File: config.mk
export PLATFORM = sky130hd
export DESIGN_NAME = foo_seq_engine
export DESIGN_NICKNAME = d
export VERILOG_FILES = /design/src/rtl/foo_seq_pkg.sv /design/src/rtl/foo_seq_div.sv /design/src/rtl/foo_seq_engine.sv
export SDC_FILE = /design/constraint.sdc
export NUM_CORES = 2
export LEC_CHECK = 0
export CORE_MARGIN = 1.5
export CORE_UTILIZATION = 30
export CTS_BUF_LIST = sky130_fd_sc_hd__clkbuf_16
export DETAILED_ROUTE_END_ITERATION = 8
export GPL_TIMING_DRIVEN = 1
export PLACE_DENSITY_LB_ADDON = 0.25
export SLEW_MARGIN = 20
export SYNTH_ARGS = -nofsm -noshare
export SYNTH_HDL_FRONTEND = slang
export SYNTH_HIERARCHICAL = 1
export SYNTH_SLANG_ARGS = --single-unit
File: constraint.sdc
create_clock -name clk -period 10.02 [get_ports clk]
set_clock_uncertainty 0.05 [all_clocks]
set_input_delay 2.004 -clock clk [delete_from_list [all_inputs] [get_ports clk]]
set_output_delay 2.004 -clock clk [all_outputs]
set_load 0.01 [all_outputs]
File: src/rtl/foo_seq_pkg.sv
// foo_seq_pkg: shared types and default constants for the sequential foo engine.
// Contents:
//   state_t     - engine FSM states (IDLE, MUL, DIV, POST, DONE)
//   DEF_*       - default parameter values, also used by the testbench model
package foo_seq_pkg;

  typedef enum logic [2:0] {
    IDLE,
    MUL,
    DIV,
    POST,
    DONE
  } state_t;

  localparam int          DEF_WIDTH   = 32;
  localparam int unsigned DEF_ADD_A   = 4;
  localparam int unsigned DEF_ADD_B   = 7;
  localparam int unsigned DEF_DIVISOR = 3;
  localparam int unsigned DEF_ADD_C   = 120;

endpackage

File: src/rtl/foo_seq_div.sv
// foo_seq_div: serial restoring divider, one quotient bit per cycle, MSB first.
// Ports:
//   clk, rst  - rising-edge clock, synchronous active-high reset
//   start     - load dividend; the next WIDTH cycles perform the division
//   dividend  - value sampled on start
//   divisor   - must be held stable for the whole division
//   done      - high during the cycle that computes the last quotient bit;
//               quotient/remainder are final from the following cycle on
//   quotient  - result, held until the next start
//   remainder - final remainder, held until the next start
module foo_seq_div
  import foo_seq_pkg::*;
#(
  parameter int WIDTH = DEF_WIDTH
) (
  input  logic             clk,
  input  logic             rst,
  input  logic             start,
  input  logic [WIDTH-1:0] dividend,
  input  logic [WIDTH-1:0] divisor,
  output logic             done,
  output logic [WIDTH-1:0] quotient,
  output logic [WIDTH-1:0] remainder
);

  localparam int CW = (WIDTH > 1) ? $clog2(WIDTH) : 1;

  logic             active;
  logic [CW-1:0]    cnt;
  logic [WIDTH:0]   rem;
  // Dividend bits shift out of the top while quotient bits shift in at the
  // bottom, so after WIDTH steps this register holds the quotient.
  logic [WIDTH-1:0] dq;

  logic [WIDTH+1:0] rem_shift;
  logic [WIDTH+1:0] trial;
  logic             fits;

  always_comb begin
    rem_shift = {rem, dq[WIDTH-1]};
    trial     = rem_shift - {2'b00, divisor};
    fits      = ~trial[WIDTH+1];  // no borrow: divisor fits, quotient bit is 1
  end

  // NOTE: sequential state uses non-blocking assignments so every register
  // samples the pre-edge values of the others, independent of statement order.
  always_ff @(posedge clk) begin
    if (rst) begin
      active <= 1'b0;
      cnt    <= '0;
      rem    <= '0;
      dq     <= '0;
    end else if (start) begin
      active <= 1'b1;
      cnt    <= CW'(WIDTH - 1);
      rem    <= '0;
      dq     <= dividend;
    end else if (active) begin
      dq  <= {dq[WIDTH-2:0], fits};
      rem <= fits ? trial[WIDTH:0] : rem_shift[WIDTH:0];
      cnt <= cnt - CW'(1);
      if (cnt == '0) active <= 1'b0;
    end
  end

  assign done      = active && (cnt == '0);
  assign quotient  = dq;
  assign remainder = rem[WIDTH-1:0];

endmodule

File: src/rtl/foo_seq_engine.sv
// foo_seq_engine: c = ((a + ADD_A) * (b + ADD_B) / DIVISOR + ADD_C)^2 mod 2^WIDTH,
// one operation in flight, valid/ready on both sides.
// Ports:
//   clk, rst            - rising-edge clock, synchronous active-high reset
//   in_valid, in_ready  - operand handshake (a, b sampled on the handshake edge)
//   a, b                - operands
//   out_valid, out_ready- result handshake; c held stable while out_valid
//   c                   - registered result
//   busy                - high whenever the engine is not IDLE
// Latency from accept edge to out_valid is WIDTH+3 cycles.
module foo_seq_engine
  import foo_seq_pkg::*;
#(
  parameter int          WIDTH   = DEF_WIDTH,
  parameter int unsigned ADD_A   = DEF_ADD_A,
  parameter int unsigned ADD_B   = DEF_ADD_B,
  parameter int unsigned DIVISOR = DEF_DIVISOR,
  parameter int unsigned ADD_C   = DEF_ADD_C
) (
  input  logic             clk,
  input  logic             rst,
  input  logic             in_valid,
  output logic             in_ready,
  input  logic [WIDTH-1:0] a,
  input  logic [WIDTH-1:0] b,
  output logic             out_valid,
  input  logic             out_ready,
  output logic [WIDTH-1:0] c,
  output logic             busy
);

  if (WIDTH < 2) begin : g_bad_width
    $error("foo_seq_engine: WIDTH must be at least 2");
  end
  if ((DIVISOR == 0) || ((WIDTH < 32) && ((DIVISOR >> WIDTH) != 0))) begin : g_bad_divisor
    $error("foo_seq_engine: DIVISOR must satisfy 1 <= DIVISOR < 2**WIDTH");
  end

  state_t           state;
  state_t           state_next;
  logic [WIDTH-1:0] t2;
  logic [WIDTH-1:0] t4;
  logic [WIDTH-1:0] product;
  logic [WIDTH-1:0] sum_c;
  logic [WIDTH-1:0] square;

  logic             div_start;
  logic             div_done;
  logic [WIDTH-1:0] div_q;
  logic [WIDTH-1:0] div_rem_unused;

  // Truncating arithmetic: every intermediate wraps modulo 2^WIDTH.
  assign product = t2 * t4;
  assign sum_c   = div_q + WIDTH'(ADD_C);
  assign square  = sum_c * sum_c;

  // The product feeds the divider directly during MUL; it is sampled on
  // the MUL->DIV edge, so no separate t5 register is needed.
  foo_seq_div #(
    .WIDTH(WIDTH)
  ) u_div (
    .clk      (clk),
    .rst      (rst),
    .start    (div_start),
    .dividend (product),
    .divisor  (WIDTH'(DIVISOR)),
    .done     (div_done),
    .quotient (div_q),
    .remainder(div_rem_unused)
  );

  // NOTE: datapath registers are reset too, so an aborted operation leaves
  // no stale operands or result visible on c after reset.
  always_ff @(posedge clk) begin
    if (rst) begin
      state <= IDLE;
      t2    <= '0;
      t4    <= '0;
      c     <= '0;
    end else begin
      state <= state_next;
      if (state == IDLE && in_valid) begin
        t2 <= a + WIDTH'(ADD_A);
        t4 <= b + WIDTH'(ADD_B);
      end
      if (state == POST) c <= square;
    end
  end

  // Handshake outputs decode only the registered state: no input->output paths.
  always_comb begin
    // NOTE: every output gets a default first so no path through the case
    // leaves one unassigned, which would infer a latch.
    state_next = state;
    in_ready   = 1'b0;
    out_valid  = 1'b0;
    busy       = 1'b1;
    div_start  = 1'b0;
    unique case (state)
      IDLE: begin
        in_ready = 1'b1;
        busy     = 1'b0;
        if (in_valid) state_next = MUL;
      end
      MUL: begin
        div_start  = 1'b1;
        state_next = DIV;
      end
      DIV: begin
        if (div_done) state_next = POST;
      end
      POST: begin
        state_next = DONE;
      end
      DONE: begin
        out_valid = 1'b1;
        if (out_ready) state_next = IDLE;
      end
      default: begin
        state_next = IDLE;
      end
    endcase
  end

endmodule

Yosys cells after proc, flatten, opt, wreduce, memory -nomap -nowiden

Index checks and enable logic that the tools add are counted.

Register bits: 170
Input port bits: 68
Output and inout bits: 35
Word-level logic and storage cells: 46

Add/sub/neg operators: 5
Multiply operators: 2
Equal/unequal tests: 7
Mux-type cells: 16
Bitwise logic cells: 1
Reductions and logical operators: 7

Operator list:

| kind                    | number |
|---|---|
| $add A32 B3 Y32 const B | 2 |
| $mul A32 B32 Y32        | 2 |
| $mux W32                | 2 |
| $sub A34 B2 Y34 const B | 1 |
| $mux W33                | 1 |
| $add A32 B7 Y32 const B | 1 |
| $pmux W3 S5             | 1 |
| $mux W5                 | 2 |
| $mux W3                 | 3 |
| $mux W1                 | 7 |
| $eq A3 B2 Y1 const B    | 2 |
| $ne A2 B2 Y1 const B    | 3 |
| $logic_not A5 Y1        | 1 |
| $sub A5 B1 Y5 const B   | 1 |
| $eq A3 B1 Y1 const B    | 1 |
| $eq A3 B3 Y1 const B    | 1 |
| $logic_not A3 Y1        | 1 |
| $reduce_and A3 Y1       | 1 |
| $logic_and A1 B1 Y1     | 2 |
| $reduce_bool A2 Y1      | 1 |
| $reduce_or A2 Y1        | 1 |
| $not A1 Y1              | 1 |

Depth between registers and ports, before layout

Depth after elaboration: 4
Depth in mapped cells: 35

By module

The synthesis kept the hierarchy.

Modules (own cells, without submodules):

| module         | times used | cells an instance | area each (um^2) |
|---|---|---|---|
| foo_seq_engine | 1          | 3899              | 33840.0 |
| foo_seq_div    | 1          | 701               | 5258.8 |

Least setup slack after synthesis

OpenSTA, ideal clock, no wires.

Path kind: flip-flop to flip-flop
Start point: reg u_div.dq[3] (netlist: u_div/quotient[3])
End point: reg c[30]
Setup time: 86 ps
Data arrival time: 8913 ps
Data required time: 9884 ps
Setup slack: 971 ps
Stages on the path, launching flop included: 32
Cells stage by stage: dfxtp_1 > clkbuf_1 > clkinv_1 > ha_1 > nor3b_1 > nor2b_1 > nand4_1 > nor3_1 > and3_1 > xor2_1 > nand2_1 > fa_1 > fa_1 > inv_1 > fa_1 > inv_1 > fa_1 > inv_1 > fa_1 > fa_1 > fa_1 > fa_1 > ha_1 > and3_1 > and3_1 > a32oi_1 > nand3_1 > o221a_2 > or4_1 > a31oi_1 > xor2_1 > a211oi_1

Longest elaborated chain between the ends: 2

RTL lines:

| element                  | RTL line             | source |
|---|---|---|
| start: declaration       | foo_seq_div.sv:33    | `logic [WIDTH-1:0] dq;` |
| start signal: assignment | foo_seq_div.sv:57    | `dq <= dividend;` |
| start signal: assignment | foo_seq_div.sv:59    | `dq <= {dq[WIDTH-2:0], fits};` |
| $add A32 B7 Y32          | foo_seq_engine.sv:54 | `assign sum_c = div_q + WIDTH'(ADD_C);` |
| $mul A32 B32 Y32         | foo_seq_engine.sv:55 | `assign square = sum_c * sum_c;` |
| end signal: assignment   | foo_seq_engine.sv:86 | `if (state == POST) c <= square;` |
| end: declaration         | foo_seq_engine.sv:28 | `output logic [WIDTH-1:0] c,` |

No other way between the ends.
A chain may end at the register's enable or synchronous reset.

Final worst setup path

Start point: reg u_div.dq[4] (netlist: u_div/quotient[4])
End point: reg c[30]

The elaborated chain is that of the path after synthesis.

==> run summary <==
status: completed
core region area: 128000 sq um
Hold Path Stages: 2
power density over cell area: 202 nW/um^2
die width: 363 microns
Port-buffer cells: 101
die height: 363 microns
Post-DP HPWL: 89100 microns
CTS tree: yes
Worst-Margin Slew: 1100 ps
layout cells sized above 1: 3.51%
hold path start: c[25]
Max-slew headroom: 26.5%
Final Cycle Share: 92.8%
DR WL/cell: 16.9 microns
crit path DAT: 9700 ps
Fillers: 13600
Initial Util: 30.4%
setup TNS: 0 ps
initial antenna violation count: 2
largest net degree at the start of global routing: 85
Detail Route Antenna Nets: 0
CP max-delay cell: fa_1
Synth-to-Final Area Change: 9.71%
Crit path top cell by count: fa_1
Post-CTS Setup Inserts: 0
Max-Cap Viols: 0
dpl ws: 716 ps
FF-to-FF setup slack: 720 ps
Clock Tree Buf Depth: 2
initial drt markers: 1262
Clock transition at path regs: 80 ps
reg2reg path depth: 30
final setup margin: 720 ps
Worst Hold Class: reg2reg
Skew-Pair Late Insertion Delay: 530 ps
RSZ-0062 raised after global routing: no
Min-Delay Endpoint: c[25]
Mean Syn Cell Area: 8.51 sq um
Mapped Area: 38900 sq um
post_cts resized: 0
# DRC: 0
crit end category: flop
Root Buffer Master: clkbuf_16
first-pass GRT wire length: 176000 microns
Worst R2R Start: u_div/quotient[4]
CP bufs+invs: 4
CTS Buf Count: 17
CP Launch Type: flop
number of global-route vias before repair: 31200
Final setup viols: 0
H-tree Lvls: 4
peak supply drop: 225 uV
Nets: 5737
cell family with most CP delay: adder cells
RR Endpoint: c[30]
DIE AREA: 132000 sq um
clock period minus worst slack: 9300 ps
diode count: 0
Total Wirelength: 108000 microns
gp weighted congestion: 0.859
gr usage total: 17.1%
Crit Path Max Fanout: 10
yosys warns: 6
total number of vias: 29000
fin. max-slew vios: 0
Via density: 4.56
FMAX: 0.108 GHz
site row count: 131
Worst Setup Path Type: reg2reg
cell count after synthesis: 4568
grt ovf: 0
num ports: 103
hold_buf cts: 0
drt pass-1 iters: 5
Fin. Hold Viols: 0
Leak: 0.0212 uW
clock sink total: 169
max incr delay on CP: 570 ps
Data required, critical path: 10420 ps
[worst reg2reg max path: cells and delay by family (launching register included)]
family	cells	cell delay, ps
and+or+nand+nor	9	2100
buffers and inverters	4	550
xor gates and xnor gates	2	540
AOI/OAI and AO/OA	5	1250
adders and majority gates	10	4310
DFF	1	410
[cell usage in the layout (no fill, tap or decap), types with 5 or more instances in the layout]
| cell | n |
|---|---|
| o21a_1 | 13 |
| clkbuf_16 | 17 |
| nand2b_1 | 25 |
| a311oi_1 | 12 |
| nand2_1 | 631 |
| o31ai_1 | 8 |
| mux2i_1 | 45 |
| xor2_1 | 95 |
| and3_1 | 25 |
| or2_2 | 11 |
| and2_1 | 166 |
| o21ai_0 | 80 |
| nor3_1 | 27 |
| a31oi_1 | 7 |
| nor2b_1 | 25 |
| nand3_1 | 47 |
| a21oi_1 | 190 |
| a211oi_1 | 62 |
| nand4_1 | 25 |
| clkdlybuf4s50_1 | 100 |
| inv_6 | 5 |
| dfxtp_1 | 168 |
| nor3b_1 | 6 |
| o21bai_1 | 15 |
| or3_1 | 19 |
| inv_1 | 1025 |
| and4_1 | 6 |
| xnor2_1 | 151 |
| nor4_1 | 5 |
| ha_1 | 292 |
| fa_1 | 773 |
| a21o_1 | 33 |
| nor2_1 | 284 |
| nand3b_1 | 5 |
| conb_1 | 34 |
| o211ai_1 | 9 |
| buf_4 | 87 |
[metal layers]
| layer | wire length, microns | vias to the layer above | GRT usage (%) |
|---|---|---|---|
| met1 | 50300 | 14600 | 22.9 |
| met3 | 3160 | 103 | 1.82 |
| met5 | 0 | - | 0 |
| met2 | 52400 | 452 | 29.6 |
| li1 | - | 13800 | - |
| met4 | 1650 | 0 | 3.54 |
[flip-flops by register name (all words and copies together) (netlist names)]
name,flops
t2,32
state,3
u_div/active,1
t4,32
u_div/rem,33
c,31
u_div/cnt,5
u_div/quotient,32
[report_power, final]
| group | leakage [uW] | switching (uW) | internal (uW) |
|---|---|---|---|
| Clock | 0.000289 | 351 | 371 |
| Combinational | 0.0195 | 4120 | 2800 |
| Sequential | 0.00138 | 199 | 756 |
[metrics by stage]
| step | util, % | hold slack [ps] | std cells | instance area, sq um | power, uW |
|---|---|---|---|---|---|
| 2_1_floorplan | - | 413 | 4600 | 39000 | 5790 |
| 3_3_place_gp | 32.8 | 390 | 6314 | 42000 | 7910 |
| 3_5_place_dp | 32.8 | 394 | 6314 | 42000 | 7970 |
| 4_1_cts | 33.3 | 402 | 6346 | 42600 | 8760 |
| 5_1_grt | 33.3 | 432 | 6346 | 42600 | 9640 |
| 6_report | 33.3 | 400 | 6346 | 42600 | 8600 |
[how the worst max path moves through the flow]
stage                       from     to  slack, ps  cells after the start
5_1_grt        u_div/quotient[4]  c[30]        130                     30
3_5_place_dp   u_div/quotient[4]  c[30]        720                     30
2_1_floorplan  u_div/quotient[3]  c[30]        970                     31
4_1_cts        u_div/quotient[4]  c[30]        710                     30
3_3_place_gp   u_div/quotient[4]  c[30]        880                     30
6_report       u_div/quotient[4]  c[30]        720                     30
[area by class of cell]
cell class | count | area, sq um | area share [%]
inverter | 1028 | 3860 | 9.05
multi-input combinational | 3201 | 31000 | 72.7
timing repair buffer | 187 | 1650 | 3.88
sequential | 169 | 3390 | 7.94
clock inverter | 15 | 168 | 0.393
tap | 1729 | 2160 | 5.07
clock buffer | 17 | 425 | 0.998
No activity file was read; power rests on OpenSTA's default activity.
